[src/rtl/cnna_mul_share_arb.sv]
// Round-robin arbiter feeding a two-stage pipeline around one shared unsigned multiplier.
// The result is tagged with the index of the requester that issued the operands.
module cnna_mul_share_arb #(
  parameter int NUM_REQ  = 4,
  parameter int ID_WIDTH = 2,
  parameter int A_WIDTH  = 13,
  parameter int B_WIDTH  = 22,
  parameter int P_WIDTH  = 35
) (
  input  logic                         ap_clk,
  input  logic                         ap_rst,
  input  logic [NUM_REQ-1:0]           req_valid,
  output logic [NUM_REQ-1:0]           req_ready,
  input  logic [NUM_REQ*A_WIDTH-1:0]   req_a,
  input  logic [NUM_REQ*B_WIDTH-1:0]   req_b,
  output logic                         res_valid,
  input  logic                         res_ready,
  output logic [P_WIDTH-1:0]           res_p,
  output logic [ID_WIDTH-1:0]          res_id,
  output logic                         idle
);

  localparam int PTR_W = (NUM_REQ > 1) ? $clog2(NUM_REQ) : 1;
  localparam logic [PTR_W:0]   NUM_REQ_W = (PTR_W + 1)'(NUM_REQ);
  localparam logic [PTR_W-1:0] LAST_IDX  = PTR_W'(NUM_REQ - 1);

  logic [PTR_W-1:0]    rr_ptr_q, rr_ptr_d;
  logic                v1_q, v1_d;
  logic [A_WIDTH-1:0]  a1_q, a1_d;
  logic [B_WIDTH-1:0]  b1_q, b1_d;
  logic [ID_WIDTH-1:0] id1_q, id1_d;
  logic                v2_q, v2_d;
  logic [P_WIDTH-1:0]  p2_q, p2_d;
  logic [ID_WIDTH-1:0] id2_q, id2_d;

  logic                gnt_found;
  logic [PTR_W-1:0]    gnt_idx;
  logic [PTR_W:0]      scan_sum;
  logic [PTR_W-1:0]    scan_idx;
  logic [A_WIDTH-1:0]  a_sel;
  logic [B_WIDTH-1:0]  b_sel;
  logic                adv1, adv2, take;

  // Scan requesters starting at rr_ptr, wrapping modulo NUM_REQ.
  always_comb begin
    gnt_found = 1'b0;
    gnt_idx   = {PTR_W{1'b0}};
    scan_sum  = {(PTR_W + 1){1'b0}};
    scan_idx  = {PTR_W{1'b0}};
    for (int k = 0; k < NUM_REQ; k++) begin
      scan_sum = {1'b0, rr_ptr_q} + (PTR_W + 1)'(k);
      if (scan_sum >= NUM_REQ_W) begin
        scan_sum = scan_sum - NUM_REQ_W;
      end else begin
        scan_sum = scan_sum;
      end
      scan_idx = scan_sum[PTR_W-1:0];
      if (!gnt_found && req_valid[scan_idx]) begin
        gnt_found = 1'b1;
        gnt_idx   = scan_idx;
      end else begin
        gnt_found = gnt_found;
      end
    end
  end

  // Operand mux for the granted requester (kept off the req_ready path).
  always_comb begin
    a_sel = {A_WIDTH{1'b0}};
    b_sel = {B_WIDTH{1'b0}};
    for (int k = 0; k < NUM_REQ; k++) begin
      if (PTR_W'(k) == gnt_idx) begin
        a_sel = req_a[k*A_WIDTH +: A_WIDTH];
        b_sel = req_b[k*B_WIDTH +: B_WIDTH];
      end else begin
        a_sel = a_sel;
      end
    end
  end

  // Pipeline advance, grant vector and next-state for both stages.
  always_comb begin
    adv2      = !v2_q || res_ready;
    adv1      = !v1_q || adv2;
    take      = adv1 && gnt_found && !ap_rst;
    req_ready = {NUM_REQ{1'b0}};
    rr_ptr_d  = rr_ptr_q;
    v1_d      = v1_q;
    a1_d      = a1_q;
    b1_d      = b1_q;
    id1_d     = id1_q;
    v2_d      = v2_q;
    p2_d      = p2_q;
    id2_d     = id2_q;
    if (take) begin
      req_ready[gnt_idx] = 1'b1;
      v1_d     = 1'b1;
      a1_d     = a_sel;
      b1_d     = b_sel;
      id1_d    = ID_WIDTH'(gnt_idx);
      rr_ptr_d = (gnt_idx == LAST_IDX) ? {PTR_W{1'b0}} : gnt_idx + PTR_W'(1);
    end else if (adv1) begin
      v1_d = 1'b0;
    end else begin
      v1_d = v1_q;
    end
    if (adv2) begin
      v2_d  = v1_q;
      p2_d  = P_WIDTH'(a1_q) * P_WIDTH'(b1_q);
      id2_d = id1_q;
    end else begin
      v2_d = v2_q;
    end
  end

  // State registers with synchronous reset that drops any in-flight work.
  always_ff @(posedge ap_clk) begin
    if (ap_rst) begin
      rr_ptr_q <= {PTR_W{1'b0}};
      v1_q     <= 1'b0;
      a1_q     <= {A_WIDTH{1'b0}};
      b1_q     <= {B_WIDTH{1'b0}};
      id1_q    <= {ID_WIDTH{1'b0}};
      v2_q     <= 1'b0;
      p2_q     <= {P_WIDTH{1'b0}};
      id2_q    <= {ID_WIDTH{1'b0}};
    end else begin
      rr_ptr_q <= rr_ptr_d;
      v1_q     <= v1_d;
      a1_q     <= a1_d;
      b1_q     <= b1_d;
      id1_q    <= id1_d;
      v2_q     <= v2_d;
      p2_q     <= p2_d;
      id2_q    <= id2_d;
    end
  end

  assign res_valid = v2_q;
  assign res_p     = p2_q;
  assign res_id    = id2_q;
  assign idle      = !v1_q && !v2_q && (req_valid == {NUM_REQ{1'b0}});

endmodule

[config.mk]
export PLATFORM = sky130hd
export DESIGN_NAME = cnna_mul_share_arb
export DESIGN_NICKNAME = d
export VERILOG_FILES = /design/src/rtl/cnna_mul_share_arb.sv
export SDC_FILE = /design/constraint.sdc
export NUM_CORES = 1
export LEC_CHECK = 0
export BUFFER_PORTS_ARGS = -buffer_cell sky130_fd_sc_hd__buf_2
export CORE_ASPECT_RATIO = 0.6
export CORE_MARGIN = 3
export CORE_UTILIZATION = 45
export CTS_BUF_LIST = sky130_fd_sc_hd__clkbuf_8
export DETAILED_ROUTE_END_ITERATION = 12
export PLACE_DENSITY = 0.62
export SETUP_SLACK_MARGIN = 0.1
export SLEW_MARGIN = 0
export SYNTH_ARGS = -nofsm -noshare
export SYNTH_HDL_FRONTEND = slang
export SYNTH_SLANG_ARGS = --single-unit
[constraint.sdc]
create_clock -name ap_clk -period 16.2 [get_ports ap_clk]
set_input_delay 3.24 -clock ap_clk [delete_from_list [all_inputs] [get_ports ap_clk]]
set_output_delay 3.24 -clock ap_clk [all_outputs]
set_load 0.02 [all_outputs]
## Word level (Yosys, flattened, before mapping)

Cells that the tools add are included.

| operators by class | value |
|---|---|
| multiply operators | 1 |
| $lt $le $gt $ge | 10 |
| eq/ne operators | 4 |
| multiplexer cells | 34 |
| $add $sub $neg | 8 |
| reductions and logical operators | 19 |

Operators with widths:

| operator | count |
|---|---|
| two-way mux 22 bit | 4 |
| two-way mux 13 bit | 4 |
| multiplier 13 x 22 -> 35 bit | 1 |
| two-way mux 2 bit | 9 |
| less-than comparator 2 x 3 -> 1 bit (second input constant) | 5 |
| two-way mux 1 bit | 11 |
| >= comparator 3 bit (second input constant) | 3 |
| binary-select mux 1 bit (select 2 bit) | 4 |
| logical AND 1 bit | 8 |
| subtractor 2 x 1 -> 2 bit (second input constant) | 4 |
| adder 2 x 2 -> 3 bit (second input constant) | 2 |
| zero test 1 bit | 6 |
| == test 2 bit (first input constant) | 2 |
| zero test 4 bit | 1 |
| two-way mux 4 bit | 1 |
| adder 2 x 1 -> 3 bit (second input constant) | 1 |
| >= comparator 2 x 3 -> 1 bit (second input constant) | 1 |
| adder 2 x 1 -> 2 bit (second input constant) | 1 |
| demux 1 bit (select 2 bit) | 1 |
| == test 1 x 2 -> 1 bit (first input constant) | 1 |
| == test 2 bit (second input constant) | 1 |
| >= comparator 2 x 1 -> 1 bit (second input constant) | 1 |
| zero test 2 bit | 1 |
| logical OR 1 bit | 2 |
| nonzero test 2 bit | 1 |

| word-level totals | value |
|---|---|
| output and inout port bits | 43 |
| input port bits | 147 |
| logic and storage cells | 84 |
| register bits after elaboration | 78 |

## Depth between registers and ports, before layout

| logic depth | value |
|---|---|
| depth after elaboration | 19 |
| depth in mapped cells | 21 |
| gate-level depth less buffers | 20 |

## Least setup slack after synthesis

OpenSTA, ideal clock, no wires.

| path | value |
|---|---|
| path type | input port to output port |
| from | input req_valid[0] |
| to | output req_ready[1] |
| arrival | 4.740 ns |
| cell stages on the path | 9 |
| setup slack | 8.220 ns |
| path buffers | 2 |
| required time | 12.960 ns |
| cell sequence | inv_1 > nor2_1 > a21oi_1 > o221ai_1 > inv_1 > ha_1 > clkbuf_1 > buf_1 > and2_1 |

| on the way | value |
|---|---|
| longest elaborated chain between the ends | 17 |
| elaborated cells between the ends (all ways) | 30 |
| those cells by class | order compare: 2; mux: 19; reduce/logical: 9 |

RTL lines:

| item | RTL line | source |
|---|---|---|
| from (decl) | 12 | `input logic [NUM_REQ-1:0] req_valid,` |
| binary-select mux 1 bit (select 2 bit) | 58 | `if (!gnt_found && req_valid[scan_idx]) begin` |
| two-way mux 1 bit (not written as such) | 58 |  |
| two-way mux 1 bit | 58 |  |
| zero test 1 bit | 58 |  |
| logical AND 1 bit | 58 |  |
| two-way mux 1 bit | 58 |  |
| zero test 1 bit | 58 |  |
| logical AND 1 bit | 58 |  |
| [2 not listed] | -- |  |
| logical AND 1 bit | 58 |  |
| two-way mux 2 bit (*) | 58 |  |
| via gnt_idx[0] | 37 | `logic [PTR_W-1:0] gnt_idx;` |
| less-than comparator 2 x 3 -> 1 bit (not written as such) or >= comparator 2 x 1 -> 1 bit (tied branches) | 96 | `req_ready[gnt_idx] = 1'b1;` |
| logical AND 1 bit (not written as such) | 96 |  |
| two-way mux 1 bit (not written as such) | 96 |  |
| demux 1 bit (select 2 bit) (*) | 96 |  |
| two-way mux 4 bit (*) | 95 | `if (take) begin` |
| to (decl) | 13 | `output logic [NUM_REQ-1:0] req_ready,` |

Mark *: on every way through the listed nets, which the timed path passes. The rest lies on a longest branch. The select of a mux whose other input is x is not followed.

## Worst setup path in the final report

| path | value |
|---|---|
| from | input req_valid[0] |
| to | output req_ready[2] |

| on the way | value |
|---|---|
| longest elaborated chain between the ends | 17 |
| elaborated cells between the ends (all ways) | 30 |
| those cells by class | order compare: 2; mux: 19; reduce/logical: 9 |

RTL lines:

| item | RTL line |
|---|---|
| binary-select mux 1 bit (select 2 bit) | 58 |
| two-way mux 1 bit (not written as such) | 58 |
| two-way mux 1 bit | 58 |
| zero test 1 bit | 58 |
| logical AND 1 bit | 58 |
| two-way mux 1 bit | 58 |
| zero test 1 bit | 58 |
| logical AND 1 bit | 58 |
| two-way mux 1 bit | 58 |
| zero test 1 bit | 58 |
| logical AND 1 bit | 58 |
| two-way mux 2 bit | 58 |
| less-than comparator 2 x 3 -> 1 bit (not written as such) or >= comparator 2 x 1 -> 1 bit (tied branches) | 96 |
| logical AND 1 bit (not written as such) | 96 |
| two-way mux 1 bit (not written as such) | 96 |
| demux 1 bit (select 2 bit) | 96 |
| two-way mux 4 bit (*) | 95 |

Mark *: on every way between the ends. The rest lies on a longest branch, timed or not. The select of a mux whose other input is x is not followed.

==> impl_metrics.tcl <==
set metrics [dict create \
    cpMaxStageDelayCell "buf_4" \
    seq_area_frac_synth_pct 12.0 \
    r2r-start "a1_q[1]" \
    grt_util_met3_pct 5.49 \
    cts_tree "yes" \
    dieArea_sq_mm 0.0311 \
    worst_slew_pin_slew_ps 1170 \
    cts_setup_buffers 0 \
    setup_tns_ps 0 \
    pwr_density_cell_mw_per_mm2 88.9 \
    initialDrtViolationCount 794 \
    vias_per_cell 5.23 \
    synthesis.instances 1623 \
    cts_resized 0 \
    setup_violations 0 \
    start_kind "primary input" \
    grt_pass1_wl_mm 62.0 \
    power.internal_w 0.000613 \
    area_delta_synth_final_pct 10.3 \
    mappedNetlistArea_sq_mm 0.0130 \
    root_buffer "clkbuf_8" \
    period_share_pct 51.5 \
    clk_latency_ps 390 \
    synth_flop_cell "dfxtp_1" \
    gr-usage-met1_pct 36.8 \
    wire_per_inst_um 17.9 \
    crit_fanout 71 \
    crit_type "in -> out" \
    avgSynthCellArea_sq_um 8.02 \
    num_vias 11002 \
    p_leak_nw 7.19 \
    yosysMostFrequentCell "inv_1" \
    ys_async_sr_fraction_pct 0 \
    crit_top_cell "buf_2" \
    fin_skew_ps 21.8 \
    antenna_cells 0 \
    dp_hpwl_mm 29.4 \
    fin_total_pwr_w 0.00128 \
    synth_largest_area_cell "fa_1" \
    yosysWarnings 0 \
    ys_ff_latch 78 \
    first_pass_iters 5 \
    drive_gt1_share_pct 13.9 \
    grt-ovfl-total 0 \
    htree_levels 3 \
    drt_wl_total_mm 37.6 \
    antenna_found_initial 1 \
    grt_util_all_layers_pct 25.6 \
    cap_violations 0 \
    netlist.area_leader.share_pct 33.8 \
    place.gp.congestion 0.977 \
    start_util_pct 46.5 \
    slew_violations 0 \
    cts_hold_buf 0 \
    p_seq_share_pct 23.9 \
    ios 190 \
    cp_data_required_time_ps 12960 \
    synth-edff-count 0 \
    switching_share_pct 52.0 \
    top_usage_layer "met2" \
    clkSlewWorstSetupHoldPaths_ps 90 \
    status "completed" \
    max_freq_mhz 120 \
    die_h_um 138 \
    arrival_ps 5100 \
    period_needed_ps 8340 \
    crit_chain "buf_2 > inv_1 > nor2_1 > a21oi_1 > o221ai_1 > ha_2 > buf_4 > and2_1 > buf_2" \
    p_switching_w 0.000663 \
    ant_nets 0 \
    max_stage_delay_ps 490 \
    ys_top_cells_by_count "inv_1, nand2_1, fa_1" \
    grt_pass1_vias 11537 \
    hold_violations 0 \
    grt_max_degree 78 \
    crit_path_start "req_valid[0]" \
    cts_sinks 78 \
    timing.hold.ws_ps 450 \
    cts_buffers 9 \
    core-area_sq_mm 0.0280 \
    rows 47 \
    die_x_um 226 \
    crit_path_end_kind "output port" \
    port_buffers 189 \
    synthesis.nets 2074 \
    clock_path_buffers 2 \
    clkPwrFrac_pct 12.5 \
    min_path_type "reg -> reg" \
    synth.distinct_cells 56 \
    p_comb_share_pct 63.6 \
    rsz0062_at_grt "false" \
    drc 0 \
    final_nets 2184 \
    hp-start "res_p[16]" \
    netlist_top_cells_area "fa_1, dfxtp_1, inv_1" \
    vdd_drop_max_uv 59.9 \
    met2_usage_pct 40.5 \
    maxSlewHeadroom_pct 21.6 \
]
==> kinds of logic after synthesis <==
| group | Yosys count | synth area share (%) |
|---|---|---|
| AO/OA/AOI/OAI | 288 | 14.3 |
| XOR/XNOR | 26 | 1.75 |
| adder cells (fa/ha/maj) | 304 | 41.9 |
| buffers and inverters | 393 | 11.5 |
| flip-flops | 78 | 12.0 |
| AND/OR/NAND/NOR | 534 | 18.6 |
==> power by group through the flow <==
stage | clock (W) | sequential [W] | combinational [W]
after floorplan | 0 | 0.000283 | 0.000594
after global routing | 0.000170 | 0.000311 | 0.000931
final | 0.000160 | 0.000305 | 0.000811
after detailed placement | 0 | 0.000307 | 0.000811
after global placement | 0 | 0.000307 | 0.000802
after CTS | 0.000163 | 0.000302 | 0.000816
==> placed cells by master, fill, tap and decap left out, types with 5 or more instances in the layout <==
cell / Yosys / final
o211ai_1: 37 / 37
a211oi_1: 11 / 10
fa_1: 220 / 220
xor2_1: 6 / 6
clkbuf_8: 1 / 9
nand4_1: 8 / 8
o21a_1: 5 / 5
o21bai_1: 5 / 5
a21oi_1: 90 / 90
dfxtp_1: 78 / 78
ha_1: 84 / 82
buf_4: 1 / 18
and2_1: 125 / 125
o21ai_0: 55 / 55
nand2_1: 274 / 274
buf_2: 0 / 189
nor3_1: 5 / 5
o21ai_1: 6 / 6
inv_1: 285 / 285
xnor2_1: 20 / 20
a21o_1: 17 / 17
nor2_1: 97 / 97
a22oi_1: 35 / 35
==> routing by layer <==
layer | vias up | routed length (um) | part of all wire, %
met2 | 371 | 16600 | 44
met1 | 5355 | 17600 | 47
met3 | 29 | 2870 | 7.6
met4 | 0 | 498 | 1.3
met5 | - | 0 | 0
li1 | 5247 | - | -
==> worst paths after layout <==
| kind | depth (start not counted) | endpoint | slack [ps] |
|---|---|---|---|
| worst min-delay path | 2 | res_p[16] | 450 |
| worst max register to register | 19 | res_p[31] | 9980 |
| worst min register to register | 2 | res_p[16] | 450 |
| worst max-delay path | 9 | req_ready[2] | 7860 |
==> stage by stage <==
stage	area [sq um]	util, %	std cells	setup WS, ps
floorplan	13000	-	1623	8220
detailed placement	14100	50.5	2089	7850
finish	14400	51.3	2105	7860
global placement	14100	50.5	2089	7910
CTS	14400	51.3	2105	7840
global route	14400	51.3	2105	7670
==> critical path, delay by kind of cell <==
family,cells,cell delay (ps)
buffers and inverters,4,800
AO/OA/AOI/OAI,2,470
adder cells (fa/ha/maj),1,260
AND/OR/NAND/NOR,2,330
==> cell type report <==
| type | instances | area (sq um) |
|---|---|---|
| multi-input cells | 1152 | 9980 |
| clock buffers | 9 | 124 |
| repair buffers | 207 | 1080 |
| fillers | 2756 | 13600 |
| inverters | 285 | 1070 |
| flip-flops and latches | 78 | 1560 |
| well taps | 367 | 459 |
| clock inverters | 7 | 80.1 |
==> sequential cells by signal, indices dropped and copies added, names as in the netlist <==
name       flops
res_valid      1
v1_q           1
a1_q          13
res_id         2
id1_q          2
b1_q          22
rr_ptr_q       2
res_p         35
(Power assumes the default switching activity.)
